`src/rtl/sibling_sched_pkg.sv`:
```
// sibling_sched_pkg: shared state encoding, defaults and mask helper for the sibling scheduler
package sibling_sched_pkg;
  typedef enum logic [1:0] {IDLE, LAUNCH, WAIT, FINISH} state_e;
  localparam int NUM_CHILD_DEFAULT = 5;
  function automatic logic [3:0] lowest_set(input logic [15:0] mask);
    lowest_set = '0;
    for (int i = 15; i >= 0; i--)
      if (mask[i]) lowest_set = 4'(i);
  endfunction
endpackage

```
`src/rtl/sched_watchdog.sv`:
```
// sched_watchdog: saturating per-child wait timer, expired on the last allowed cycle
module sched_watchdog #(
  parameter int TIMEOUT_CYCLES = 255
) (
  input  logic clk,
  input  logic rst,
  input  logic clr,
  input  logic en,
  output logic expired
);
  localparam int TW = $clog2(TIMEOUT_CYCLES);
  localparam logic [TW-1:0] LAST = TW'(TIMEOUT_CYCLES - 1);
  logic [TW-1:0] timer_q, timer_d;
  always_comb
    timer_d = clr ? '0 : (en && timer_q != LAST) ? timer_q + 1'b1 : timer_q;
  always_ff @(posedge clk)
    timer_q <= rst ? '0 : timer_d;
  assign expired = timer_q == LAST;
endmodule

```
`src/rtl/sibling_sched_ctrl.sv`:
```
// sibling_sched_ctrl: launches masked children in ascending order, one at a time, with watchdog
module sibling_sched_ctrl
  import sibling_sched_pkg::*;
#(
  parameter int NUM_CHILD      = NUM_CHILD_DEFAULT,
  parameter int TIMEOUT_CYCLES = 255
) (
  input  logic                                                 clk,
  input  logic                                                 rst,
  input  logic                                                 start_i,
  input  logic                                                 abort_i,
  input  logic [NUM_CHILD-1:0]                                 mask_i,
  output logic [NUM_CHILD-1:0]                                 child_start_o,
  input  logic [NUM_CHILD-1:0]                                 child_done_i,
  output logic                                                 busy_o,
  output logic                                                 done_o,
  output logic [(NUM_CHILD > 1 ? $clog2(NUM_CHILD) : 1)-1:0]   cur_idx_o,
  output logic [NUM_CHILD-1:0]                                 timeout_flags_o
);
  localparam int IW = NUM_CHILD > 1 ? $clog2(NUM_CHILD) : 1;
  state_e               state_q, state_d;
  logic [NUM_CHILD-1:0] mask_q, mask_d, flags_q, flags_d, rem;
  logic [IW-1:0]        idx_q, idx_d;
  logic                 hit, expired;
  sched_watchdog #(.TIMEOUT_CYCLES(TIMEOUT_CYCLES)) u_wdog (
    .clk    (clk),
    .rst    (rst),
    .clr    (state_q == LAUNCH),
    .en     (state_q == WAIT),
    .expired(expired)
  );
  always_comb begin
    state_d = state_q;
    mask_d  = mask_q;
    idx_d   = idx_q;
    flags_d = flags_q;
    rem     = mask_q & ~(NUM_CHILD'(1) << idx_q);
    hit     = child_done_i[idx_q];
    case (state_q)
      IDLE:
        if (start_i) begin
          if (|mask_i) begin
            mask_d  = mask_i;
            idx_d   = IW'(lowest_set(16'(mask_i)));
            flags_d = '0;
            state_d = LAUNCH;
          end else begin
            state_d = FINISH;
          end
        end
      LAUNCH: state_d = abort_i ? IDLE : WAIT;
      WAIT:
        if (abort_i) begin
          state_d = IDLE;
        end else if (hit || expired) begin
          mask_d = rem;
          if (!hit) flags_d[idx_q] = 1'b1;
          idx_d   = |rem ? IW'(lowest_set(16'(rem))) : idx_q;
          state_d = |rem ? LAUNCH : FINISH;
        end
      FINISH:  state_d = IDLE;
      default: state_d = IDLE;
    endcase
  end
  always_ff @(posedge clk) begin
    if (rst) begin
      state_q <= IDLE;
      mask_q  <= '0;
      idx_q   <= '0;
      flags_q <= '0;
    end else begin
      state_q <= state_d;
      mask_q  <= mask_d;
      idx_q   <= idx_d;
      flags_q <= flags_d;
    end
  end
  assign busy_o          = state_q != IDLE;
  assign done_o          = state_q == FINISH;
  assign child_start_o   = (state_q == LAUNCH) ? NUM_CHILD'(1) << idx_q : '0;
  assign cur_idx_o       = busy_o ? idx_q : '0;
  assign timeout_flags_o = flags_q;
endmodule

```
`config.mk`:
```
export PLATFORM = sky130hd
export DESIGN_NAME = sibling_sched_ctrl
export DESIGN_NICKNAME = d
export VERILOG_FILES = /design/src/rtl/sibling_sched_pkg.sv /design/src/rtl/sched_watchdog.sv /design/src/rtl/sibling_sched_ctrl.sv
export SDC_FILE = /design/constraint.sdc
export NUM_CORES = 1
export LEC_CHECK = 0
export ABC_AREA = 1
export BUFFER_PORTS_ARGS = -buffer_cell sky130_fd_sc_hd__clkbuf_2
export CAP_MARGIN = 40
export CORE_MARGIN = 4
export CORE_UTILIZATION = 57
export CTS_CLUSTER_DIAMETER = 60
export DETAILED_ROUTE_END_ITERATION = 8
export MAX_ROUTING_LAYER = met4
export PLACE_DENSITY = 0.83
export SLEW_MARGIN = 25
export SYNTH_ARGS = -nofsm -noshare
export SYNTH_HDL_FRONTEND = slang
export SYNTH_SLANG_ARGS = --single-unit
```
`constraint.sdc`:
```
create_clock -name clk -period 3.69 [get_ports clk]
set_input_delay 0.738 -clock clk [delete_from_list [all_inputs] [get_ports clk]]
set_output_delay 0.738 -clock clk [all_outputs]
set_load 0.02 [all_outputs]
```
==> summary.md <==
| Metric | Value |
|---|---|
| Status | finished clean |
| CTS tree | yes |
| ANT nets after route | 0 |
| Sequential Area | 460 sq um |
| Post-Route Skew | 0.00226 ns |
| Routed WL | 3130 um |
| Critical path data required time | 2.95 ns |
| DRC viols | 0 |
| Post-Layout Inst Area | 1550 sq um |
| Pre-CTS setup slack | 1.77 ns |
| Port bufs | 28 |
| CP arrival | 1.39 ns |
| Initial DRC count | 73 |
| Area occupied by multi-input gates | 786 sq um |
| Post CTS Setup Buffer Count | 0 |
| Seq cells post-synth | 23 |
| Placed Cells | 270 |
| Met1 wire length | 1520 um |
| Seq pwr share | 43.7% |
| Internal Pwr Total | 402 uW |
| Psw | 289 uW |
| Vias in the first global route | 1241 |
| Tightest Hold Check Type | reg2reg |
| # resized after CTS | 0 |
| Startpoint Class | flip-flop |
| All-layer global routing usage | 21.5% |
| Post-Synth Adder-Cell Area | 1.85% |
| Final Cycle Share | 57.8% |
| Final worst setup slack | 1.56 ns |
| Die Wd | 56.8 um |
| Cell variety after synth | 25 |
| Routability congestion estimate | 0.900 |
| Final setup fails | 0 |
| Crit Path Category | reg2out |
| Max-cap violations | 0 |
| Post-DP Area | 1520 sq um |
| Power Density | 446 nW/um^2 |
| Fin Setup TNS | 0 ns |
| Mux contribution to synthesized area | 0% |
| Largest net degree at the start of global routing | 17 |
| Mean number of vias per cell | 5.24 |
| Total CTS buffers | 3 |
| Congestion Overflow GR | 0 |
| Max-slew violation count | 0 |
| Area Overhead vs Synth | 14.3% |
| Layout cells sized above 1 | 20.3% |
| Post-Layout Cell Count | 274 |
| Overall power | 691 uW |
| Max Root-Sink Buffers | 2 |
| # diodes | 0 |
| Fin util | 69.4% |
| Clk pwr share | 16.9% |
| Initial antenna violation count | 0 |
| Main combinational cell family by area after synthesis | simple AND/OR/NAND/NOR gates |
| Post-synthesis xor/xnor area fraction | 1.29% |
| CTS clk-pin slew, worst paths | 0.12 ns |
| First-pass GRT wire length | 5500 um |
| Simple-gate share of the synthesized area | 41.5% |
| Routed length on met3 | 236 um |
| Static leakage | 0.725 nW |
| Core Region | 2230 sq um |
| Clk_lat worst skew | 0.31 ns |
| Num rows | 17 |
| Hold WS | 0.466 ns |
| Worst-Margin Slew | 0.383 ns |
| Clock root buffer master | clkbuf_4 |
| DR pass1 iterations | 4 |
| DIE AREA | 3220 sq um |
| CTS Hold Bufs | 0 |
| Worst slew margin | 74.3% |
| Synth Instances | 216 |
| Dpl hpwl | 2540 um |
| Max Fclk | 469 MHz |
| Via count | 1436 |
| Register area share after synthesis | 34.0% |
| CP max FO | 6 |
| Cell Area, Synth | 1360 sq um |
| Synth area leader | dfxtp_1 |
| Nets@finish | 263 |
| Die height | 56.8 um |
| Fillcell total | 213 |
| Crit end category | output pin |
| Syn Nets | 232 |
| Initial Utilization | 60.7% |
| Maximum VDD drop | 0.346 mV |
| Area contributors post-synth | dfxtp_1 (34%), nand2_1 (14%), nor2_1 (12%) |
| H-Tree Depth | 1 |
| Area share of the largest cell type after synthesis | 34.0% |
| IO Count | 29 |
| Sw frac | 41.8% |
| Wire length per cell | 11.4 um |
| Compound-Gate Fraction of Synth Area | 13.4% |
| Top sig layer | met4 |
| Yosys Warn Count | 0 |
| Sink Count | 23 |
| Routed wl met2 | 1350 um |
| Min cycle time layout | 2.13 ns |
| Unrepaired setup endpoints after global routing | no |
| Hold Violations, Final | 0 |
| Combinational Power Share | 39.4% |
| Syn_area_per_cell | 6.27 sq um |
Yosys cell counts:
master,count
o22ai_1,1
clkbuf_1,2
xor2_1,2
o21ai_0,6
and2_1,1
a211oi_1,1
or2_4,1
nor3_2,1
nor2_4,1
nor2_1,44
inv_2,8
o21ba_1,1
nor2_2,2
dfxtp_1,23
nand3_1,10
nand3b_1,2
nand2_1,50
nand4_1,8
inv_1,19
nand3_2,2
a21oi_1,18
ha_1,2
nand2_2,4
o21ai_1,6
o31ai_1,1
layer usage:
metal / track usage (%) / vias to the layer above
met3: 5.29 / 2
met2: 32.0 / 61
met4: 3.31 / 0
met5: - / -
met1: 30.1 / 620
li1: - / 753
layout by cell type, fill, tap and decap left out:
cell / n
clkbuf_2: 28
or2_4: 1
nor2_4: 1
inv_2: 8
dfxtp_1: 23
o21ai_1: 6
nor2_2: 2
nand2_1: 50
o21ai_0: 6
and2_1: 1
xor2_1: 2
a21oi_1: 18
nor2_1: 44
nor3_2: 1
ha_1: 2
clkbuf_1: 1
o31ai_1: 1
nand3b_1: 2
o21ba_1: 1
nand2_2: 4
o22ai_1: 1
clkbuf_4: 3
nand4_1: 8
a211oi_1: 1
inv_1: 19
nand3_2: 2
nand3_1: 10
worst paths after layout:
kind / cells past startpoint / start / end / slack [ns]
min: 2 / u_wdog.timer_q[4]$_SDFFE_PP0P_ / u_wdog.timer_q[4]$_SDFFE_PP0P_ / 0.47
max reg2reg: 9 / state_q[1]$_SDFFE_PP0P_ / mask_q[2]$_SDFFE_PP0P_ / 1.95
max: 5 / state_q[0]$_SDFFE_PP0P_ / child_start_o[1] / 1.56
min reg2reg: 2 / u_wdog.timer_q[4]$_SDFFE_PP0P_ / u_wdog.timer_q[4]$_SDFFE_PP0P_ / 0.47
cell type report:
class | count | area share [%]
inverter | 27 | 6.54
timing repair buffer | 28 | 9.05
multi-input combinational | 164 | 50.7
tap | 28 | 2.26
sequential | 23 | 29.7
clock buffer | 4 | 1.70
power by group through the flow:
stage | combinational (mW) | sequential (mW) | clock [mW]
after CTS | 0.270 | 0.301 | 0.120
after global routing | 0.309 | 0.306 | 0.134
after floorplan | 0.204 | 0.303 | 0
after global placement | 0.268 | 0.306 | 0
after detailed placement | 0.268 | 0.307 | 0
final | 0.272 | 0.302 | 0.117
worst max-delay path, stage by stage, from the launching register on:
cell,delay (ns)
dfxtp_1,0.42
inv_2,0.06
nor2_1,0.14
inv_1,0.15
nor2_1,0.13
clkbuf_2,0.18
kinds of logic after synthesis:
logic type,after synthesis
AND/OR/NAND/NOR,126
AO/OA/AOI/OAI,34
buffers and inverters,29
flip-flops,23
XOR/XNOR,2
adder cells (fa/ha/maj),2
sequential cells by signal, summed over array words and instances (netlist names):
register and cells:
timeout_flags_o 5, mask_q 5, u_wdog.timer_q 8, state_q 2, idx_q 3
No activity file was read; power rests on OpenSTA's default activity.
